## src/rtl/combo_entry_controller_if.sv

```systemverilog
// ----------------------------------------------------------------------------
// combo_entry_controller_if
//
// Bundle of every keypad, button and lock-FSM signal that the code-entry
// controller exchanges with its surroundings.
//
// Modports
//   master : the environment (keypad, buttons, lock FSM). It drives the inputs
//            and observes the strobes.
//   slave  : the combo_entry_controller itself.
//
// Signals
//   Key_Valid / Key_Data / Key_Ready : keypad digit handshake
//   Enter_Btn / Change_Btn / Clear   : user buttons (single-cycle pulses)
//   New / Alarm                      : status from the lock FSM
//   Enter_Out / Change_Out           : strobes to the lock FSM
//   isCorrect / Load_Done            : compare result / combination reloaded
//   Digit_Count                      : digits currently buffered
// ----------------------------------------------------------------------------
interface combo_entry_controller_if #(
    parameter int DIGITS  = 4,
    parameter int DIGIT_W = 4
);
    localparam int CNT_W = $clog2(DIGITS + 1);

    logic               Key_Valid;
    logic [DIGIT_W-1:0] Key_Data;
    logic               Key_Ready;
    logic               Enter_Btn;
    logic               Change_Btn;
    logic               Clear;
    logic               New;
    logic               Alarm;
    logic               Enter_Out;
    logic               Change_Out;
    logic               isCorrect;
    logic               Load_Done;
    logic [CNT_W-1:0]   Digit_Count;

    modport master (
        output Key_Valid, Key_Data, Enter_Btn, Change_Btn, Clear, New, Alarm,
        input  Key_Ready, Enter_Out, Change_Out, isCorrect, Load_Done, Digit_Count
    );

    modport slave (
        input  Key_Valid, Key_Data, Enter_Btn, Change_Btn, Clear, New, Alarm,
        output Key_Ready, Enter_Out, Change_Out, isCorrect, Load_Done, Digit_Count
    );
endinterface

```

## src/rtl/combo_entry_controller.sv

```systemverilog
// ----------------------------------------------------------------------------
// combo_entry_controller
//
// Collects a DIGITS-long code from the keypad, compares it with the stored
// combination when Enter or Change is pressed, and gives the lock FSM a
// one-cycle Enter_Out/Change_Out strobe together with isCorrect. While the
// lock FSM reports New, a full code entered becomes the new combination at
// the end of the evaluation cycle (Load_Done marks it).
//
// Ports
//   Clock  : system clock
//   Resetn : asynchronous, active-low reset
//   bus    : combo_entry_controller_if.slave (handshake, buttons, strobes)
// ----------------------------------------------------------------------------
module combo_entry_controller #(
    parameter int                          DIGITS       = 4,
    parameter int                          DIGIT_W      = 4,
    parameter logic [DIGITS*DIGIT_W-1:0]   DEFAULT_CODE = 16'h1234,
    parameter int                          TIMEOUT      = 1000
) (
    input  logic                      Clock,
    input  logic                      Resetn,
    combo_entry_controller_if.slave   bus
);
    localparam int CODE_W = DIGITS * DIGIT_W;
    localparam int CNT_W  = $clog2(DIGITS + 1);
    localparam int TMR_W  = (TIMEOUT > 0) ? $clog2(TIMEOUT + 1) : 1;

    localparam bit               TIMEOUT_EN = (TIMEOUT > 0);
    localparam logic [CNT_W-1:0] CNT_FULL   = CNT_W'(DIGITS);
    localparam logic [TMR_W-1:0] TMR_MAX    = '1;
    // With the timeout disabled the limit is never consulted.
    localparam logic [TMR_W-1:0] TMR_LIMIT  = TIMEOUT_EN ? TMR_W'(TIMEOUT) : '1;

    typedef enum logic [1:0] {
        COLLECT = 2'd0,
        EVAL    = 2'd1,
        LOCKED  = 2'd2
    } state_t;

    state_t             state_q,   state_d;
    logic [CODE_W-1:0]  buffer_q,  buffer_d;
    logic [CODE_W-1:0]  stored_q,  stored_d;
    logic [CNT_W-1:0]   count_q,   count_d;
    logic [TMR_W-1:0]   timer_q,   timer_d;
    logic               enter_q,   enter_d;
    logic               change_q,  change_d;
    logic               correct_q, correct_d;
    logic               load_q,    load_d;

    logic               key_ready;
    logic               accept;
    logic               button;
    logic [CODE_W-1:0]  buffer_shift;
    logic [TMR_W-1:0]   timer_inc;

    always_comb begin
        key_ready    = (state_q == COLLECT) && (count_q < CNT_FULL) && !bus.Alarm;
        accept       = bus.Key_Valid && key_ready;
        button       = bus.Enter_Btn || bus.Change_Btn;
        // First digit keyed ends up in the most significant position.
        buffer_shift = (buffer_q << DIGIT_W) | {{(CODE_W-DIGIT_W){1'b0}}, bus.Key_Data};
        timer_inc    = (timer_q == TMR_MAX) ? timer_q : timer_q + 1'b1;

        state_d   = state_q;
        buffer_d  = buffer_q;
        stored_d  = stored_q;
        count_d   = count_q;
        timer_d   = timer_q;
        // Strobes and compare result exist only for the single EVAL cycle.
        enter_d   = 1'b0;
        change_d  = 1'b0;
        correct_d = 1'b0;
        load_d    = 1'b0;

        case (state_q)
            COLLECT: begin
                if (bus.Alarm) begin
                    state_d  = LOCKED;
                    buffer_d = '0;
                    count_d  = '0;
                    timer_d  = '0;
                end else if (bus.Clear) begin
                    // Clear overrides a same-cycle digit and button.
                    buffer_d = '0;
                    count_d  = '0;
                    timer_d  = '0;
                end else begin
                    if (accept) begin
                        buffer_d = buffer_shift;
                        count_d  = count_q + 1'b1;
                        timer_d  = '0;
                    end
                    if (button) begin
                        // Evaluation sees the digit accepted in this same
                        // cycle, and a pending timeout does not pre-empt a
                        // press: the EVAL cycle discards the buffer anyway.
                        state_d   = EVAL;
                        enter_d   = bus.Enter_Btn;
                        change_d  = !bus.Enter_Btn && bus.Change_Btn;
                        correct_d = !bus.New && (count_d == CNT_FULL) &&
                                    (buffer_d == stored_q);
                        load_d    = bus.New && (count_d == CNT_FULL);
                    end else if (TIMEOUT_EN && !accept && (count_q != '0)) begin
                        // timer_q counts idle cycles already elapsed; this
                        // cycle is one more, so expire when it reaches TIMEOUT.
                        if (timer_inc >= TMR_LIMIT) begin
                            buffer_d = '0;
                            count_d  = '0;
                            timer_d  = '0;
                        end else begin
                            timer_d = timer_inc;
                        end
                    end
                end
            end

            EVAL: begin
                // The new combination is committed at the end of EVAL, so a
                // reset during this cycle leaves the old one in place.
                if (load_q) begin
                    stored_d = buffer_q;
                end
                buffer_d = '0;
                count_d  = '0;
                timer_d  = '0;
                state_d  = bus.Alarm ? LOCKED : COLLECT;
            end

            LOCKED: begin
                state_d = LOCKED;
            end

            default: begin
                state_d  = COLLECT;
                buffer_d = '0;
                count_d  = '0;
                timer_d  = '0;
            end
        endcase
    end

    always_ff @(posedge Clock or negedge Resetn) begin
        if (!Resetn) begin
            state_q   <= COLLECT;
            buffer_q  <= '0;
            stored_q  <= DEFAULT_CODE;
            count_q   <= '0;
            timer_q   <= '0;
            enter_q   <= 1'b0;
            change_q  <= 1'b0;
            correct_q <= 1'b0;
            load_q    <= 1'b0;
        end else begin
            state_q   <= state_d;
            buffer_q  <= buffer_d;
            stored_q  <= stored_d;
            count_q   <= count_d;
            timer_q   <= timer_d;
            enter_q   <= enter_d;
            change_q  <= change_d;
            correct_q <= correct_d;
            load_q    <= load_d;
        end
    end

    assign bus.Key_Ready   = key_ready;
    assign bus.Enter_Out   = enter_q;
    assign bus.Change_Out  = change_q;
    assign bus.isCorrect   = correct_q;
    assign bus.Load_Done   = load_q;
    assign bus.Digit_Count = count_q;
endmodule

```

## src/flat_wrapper.sv

```systemverilog
// flat-port wrapper written by rule: the top's interface ports become plain ports
module combo_entry_controller_flat 
#(
    parameter int                          DIGITS       = 4,
    parameter int                          DIGIT_W      = 4,
    parameter logic [DIGITS*DIGIT_W-1:0]   DEFAULT_CODE = 16'h1234,
    parameter int                          TIMEOUT      = 1000
)
  (Clock, Resetn, bus_Key_Valid, bus_Key_Data, bus_Enter_Btn, bus_Change_Btn, bus_Clear, bus_New, bus_Alarm, bus_Key_Ready, bus_Enter_Out, bus_Change_Out, bus_isCorrect, bus_Load_Done, bus_Digit_Count);
  combo_entry_controller_if #(.DIGITS(DIGITS), .DIGIT_W(DIGIT_W)) bus_i ();
  input  logic Clock;
  input  logic Resetn;
  input wire logic [$bits(bus_i.Key_Valid)-1:0] bus_Key_Valid;
  input wire logic [$bits(bus_i.Key_Data)-1:0] bus_Key_Data;
  input wire logic [$bits(bus_i.Enter_Btn)-1:0] bus_Enter_Btn;
  input wire logic [$bits(bus_i.Change_Btn)-1:0] bus_Change_Btn;
  input wire logic [$bits(bus_i.Clear)-1:0] bus_Clear;
  input wire logic [$bits(bus_i.New)-1:0] bus_New;
  input wire logic [$bits(bus_i.Alarm)-1:0] bus_Alarm;
  output wire logic [$bits(bus_i.Key_Ready)-1:0] bus_Key_Ready;
  output wire logic [$bits(bus_i.Enter_Out)-1:0] bus_Enter_Out;
  output wire logic [$bits(bus_i.Change_Out)-1:0] bus_Change_Out;
  output wire logic [$bits(bus_i.isCorrect)-1:0] bus_isCorrect;
  output wire logic [$bits(bus_i.Load_Done)-1:0] bus_Load_Done;
  output wire logic [$bits(bus_i.Digit_Count)-1:0] bus_Digit_Count;
  assign bus_i.Key_Valid = bus_Key_Valid;
  assign bus_i.Key_Data = bus_Key_Data;
  assign bus_i.Enter_Btn = bus_Enter_Btn;
  assign bus_i.Change_Btn = bus_Change_Btn;
  assign bus_i.Clear = bus_Clear;
  assign bus_i.New = bus_New;
  assign bus_i.Alarm = bus_Alarm;
  assign bus_Key_Ready = bus_i.Key_Ready;
  assign bus_Enter_Out = bus_i.Enter_Out;
  assign bus_Change_Out = bus_i.Change_Out;
  assign bus_isCorrect = bus_i.isCorrect;
  assign bus_Load_Done = bus_i.Load_Done;
  assign bus_Digit_Count = bus_i.Digit_Count;
  combo_entry_controller #(.DIGITS(DIGITS), .DIGIT_W(DIGIT_W), .DEFAULT_CODE(DEFAULT_CODE), .TIMEOUT(TIMEOUT)) u_core (.Clock(Clock), .Resetn(Resetn), .bus(bus_i));
endmodule
```

## config.mk

```make
export PLATFORM = sky130hd
export DESIGN_NAME = combo_entry_controller_flat
export DESIGN_NICKNAME = d
export VERILOG_FILES = /design/src/rtl/combo_entry_controller_if.sv /design/src/rtl/combo_entry_controller.sv /design/src/flat_wrapper.sv
export SDC_FILE = /design/constraint.sdc
export NUM_CORES = 1
export LEC_CHECK = 0
export CORE_UTILIZATION = 30
export DETAILED_ROUTE_END_ITERATION = 6
export GPL_TIMING_DRIVEN = 0
export PLACE_DENSITY = 0.47
export SLEW_MARGIN = 20
export SYNTH_ARGS = -nofsm -noshare
export SYNTH_HDL_FRONTEND = slang
export SYNTH_SLANG_ARGS = --single-unit
```

## constraint.sdc

```tcl
create_clock -name Clock -period 3.8 [get_ports Clock]
set_clock_uncertainty 0.2 [all_clocks]
set_input_delay 0.76 -clock Clock [delete_from_list [all_inputs] [get_ports Clock]]
set_output_delay 0.76 -clock Clock [all_outputs]
set_load 0.02 [all_outputs]
```

==> results.rst <==
.. list-table::
   :header-rows: 1

   * - Metric
     - Value
   * - Capturing point of the worst reg2reg path
     - u_core.buffer_q[5]
   * - Maximum number of pins on one net before global-route repair
     - 52
   * - Slew at the pin with the worst max-slew slack
     - 0.805 ns
   * - Number of nets in the final layout
     - 302
   * - Antenna diodes
     - 0
   * - Main flop type after synthesis
     - dfrtp_1
   * - Number of max-slew violations in the final report
     - 0
   * - Commonest cells after routing, fill and taps aside
     - 46 x dfrtp_1, 19 x a22o_1, 18 x inv_1, 18 x a21oi_1, 18 x clkdlybuf4s50_1
   * - F_max
     - about 320 MHz
   * - Io pins
     - 20
   * - Multi-input combinational cell area
     - 1320 um2
   * - Clock share of power
     - 40.3%
   * - Die extent in x
     - 97.6 um
   * - TritonCTS clock tree
     - done
   * - Summed negative setup slack over all endpoints
     - 0 ns
   * - Gpl congestion
     - 0.757
   * - Vias per Instance
     - 5.20
   * - Detail Placement HPWL
     - approximately 4300 um
   * - Reg-to-reg slack, setup
     - 0.76 ns
   * - Post CTS Setup Buffer Count
     - 0
   * - Seq pwr share
     - about 56%
   * - Routed wire length
     - 6130 um
   * - Layout Area Growth over Synthesis
     - 15.9%
   * - Post-synthesis register bit count
     - 51
   * - Switching component of the power
     - 0.217 mW
   * - Synth cell types
     - 53
   * - Setup-violating endpoint count in the final report
     - 0
   * - Count of standard-cell rows
     - 34
   * - Via count of the first global-routing pass
     - 2123
   * - Type of the worst min-delay path
     - input port to asynchronous set/reset pin
   * - Most common cell after layout, fill and taps aside
     - dfrtp_1
   * - Switching power share of the total
     - 22.2%
   * - Core outline area
     - just under 9000 um2
   * - Global-route wire length before repair
     - 10800 um
   * - Remaining routing DRC violations
     - 0
   * - Insertion delay to the later sink of the worst-skew pair
     - 0.31 ns
   * - Count of instances resized after the clock tree is built
     - 0
   * - Sequential element share of the synthesized area
     - 46.8%
   * - Antenna-violating nets left
     - 0
   * - Fill cell total of the finished layout
     - 900
   * - Die boundary height
     - 97.6 um
   * - Hold Violations, Final
     - 0
   * - Max VDD drop
     - roughly 130 uV
   * - Reg area
     - 1280 um2
   * - Average cell area after synthesis
     - 10.5 um2
   * - Combinational fraction of design power
     - 3.8%
   * - Max-capacitance violation count
     - 0
   * - Warning count from the yosys run
     - 0
   * - Post-synth ARST share
     - 100%
   * - Total routing usage reported by global routing
     - between 10% and 20%
   * - Worst-path clk slew
     - roughly 0.1 ns
   * - Number of cells traversed by the worst register-to-register path
     - 10
   * - Post-synth design cell area
     - 2740 um2
   * - Cells after Synth
     - around 260
   * - Routed wirelength normalized by instance count
     - 15.5 um
   * - Total of hold buffers inserted after clock tree synthesis
     - 0
   * - Post-Synthesis Net Count
     - ~280
   * - CTS max path bufs
     - 2
   * - Detailed-routing iteration count for the pre-antenna-repair pass
     - 4
   * - Post-synth EDFFs
     - 0
   * - Effective utilization at floorplan
     - 31.3%
   * - Number of buffers added by the clock tree synthesis step
     - 5
   * - Relative slew slack
     - 46.2%
   * - Antenna violations before repair
     - 0
   * - CTS Root Cell
     - clkbuf_8
   * - Ratio of final minimum period to clock period
     - 82.2%
   * - Total vias in the final route
     - 2059
   * - Critical Setup Path Class
     - input port to register
   * - Total die area
     - 9520 um2
   * - Fraction of final layout cells sized beyond drive strength 1
     - 14.2%
   * - Power Total
     - 0.978 mW
   * - Kind of capture point of the worst setup path
     - register
   * - Static leakage
     - 1.41 nW
   * - Required arrival time at the worst endpoint
     - 3.83 ns
   * - Unrepaired setup endpoints after global routing
     - no
   * - Cell Int Power
     - 0.761 mW
   * - Post-layout minimum cycle time
     - around 3.1 ns
   * - Maximum net fanout on the critical path
     - 10
   * - Endpoint arrival time on the critical path
     - around 3.2 ns
   * - Reg2reg start
     - u_core.timer_q[1]
   * - Power density relative to cell area
     - approximately 300 nW/um2
   * - Num Clock Sinks
     - 51
   * - Depth of the CTS H-tree
     - 2
   * - Initial drt markers
     - 70
   * - PortBufs
     - 19
   * - Total gr overflow
     - 0
   * - CP startpoint kind
     - input port
   * - Run status
     - complete, no violations
per-layer routing:
metal,wire [um],global-route usage (%)
met1,3040,19.8
met4,70,4.07
met2,2800,21.7
met3,227,2.88
met5,0,0
Yosys cell counts, types with 3 or more instances:
master	instances	area [um2]
nand2_1	12	45.0
clkbuf_1	5	18.8
nor4_1	3	18.8
xor2_1	11	96.3
mux2_2	15	169
nand3_1	7	35.0
and3_1	4	25.0
o21ai_0	7	35.0
xnor2_1	8	70.1
dfrtp_1	46	1150
a221oi_1	4	35.0
ha_1	3	37.5
buf_2	3	15.0
nand4_1	6	37.5
nor2_1	16	60.1
a22o_1	19	166
inv_1	18	67.6
a21oi_1	18	90.1
dfstp_2	5	131
nor3_1	4	20.0
o22ai_1	3	18.8
worst max-delay path by stage:
stage	startpoint	endpoint	slack (ns)	cells after the start
2_1_floorplan	u_core.timer_q[0]	u_core.buffer_q[10]	1.08	10
3_3_place_gp	Resetn	u_core.buffer_q[3]	0.07	1
3_5_place_dp	bus_Alarm	u_core.buffer_q[14]	0.29	7
4_1_cts	bus_Alarm	u_core.buffer_q[7]	0.61	7
5_1_grt	bus_Alarm	u_core.buffer_q[7]	0.45	7
6_report	bus_Alarm	u_core.buffer_q[5]	0.68	7
critical path, cell delays in order:
cell and delay (ns):
clkdlybuf4s50_1 0.44, nor3_1 0.29, nand2_1 0.10, clkbuf_1 0.25
nor2_1 0.61, clkbuf_1 0.49, a22o_1 0.22
power groups by stage:
stage | sequential, mW | clock (mW) | combinational [mW]
2_1_floorplan | 0.558 | 0 | 0.00885
3_3_place_gp | 0.558 | 0 | 0.0385
3_5_place_dp | 0.558 | 0 | 0.0382
4_1_cts | 0.547 | 0.407 | 0.0384
5_1_grt | 0.548 | 0.430 | 0.0421
6_report | 0.547 | 0.394 | 0.0369
area by class of cell:
class                   count  area share [%]
plain buffers              12            2.21
well taps                 108            4.26
clock buffers               6            2.29
clock inverters             2            1.22
repair buffers             19            5.91
multi-input cells         180            41.6
flip-flops and latches     51            40.4
inverters                  18            2.13
logic make-up (layout without fill, tap and decap cells):
| logic type | after synthesis | after routing | synth area share, % |
|---|---|---|---|
| compound gates | 72 | 72 | 19.5 |
| xor+xnor | 19 | 19 | 6.08 |
| fa+ha+maj | 3 | 3 | 1.37 |
| buf+inv | 30 | 57 | 5.02 |
| flops | 51 | 51 | 46.8 |
| mux | 16 | 16 | 6.53 |
| simple gates | 70 | 70 | 14.7 |
registers in the layout, summed over array words and instances (netlist names):
register                flops
u_core.state_q              2
u_core.bus.Load_Done        1
u_core.buffer_q            16
u_core.stored_q            16
u_core.bus.Enter_Out        1
u_core.bus.isCorrect        1
u_core.bus.Change_Out       1
u_core.timer_q             10
u_core.bus.Digit_Count      3
through the flow:
stage / cells / cell area (um2) / utilization, % / hold slack [ns] / worst slack (ns)
floorplan: 261 / 2740 / - / 0.264 / 1.08
global placement: 388 / 3060 / 35.0 / 0.310 / 0.0730
CTS: 396 / 3170 / 36.2 / 0.303 / 0.614
finish: 396 / 3170 / 36.2 / 0.265 / 0.675
global route: 396 / 3170 / 36.2 / 0.325 / 0.454
detailed placement: 388 / 3060 / 34.9 / 0.309 / 0.293
Power figures use the tool's default switching activity.
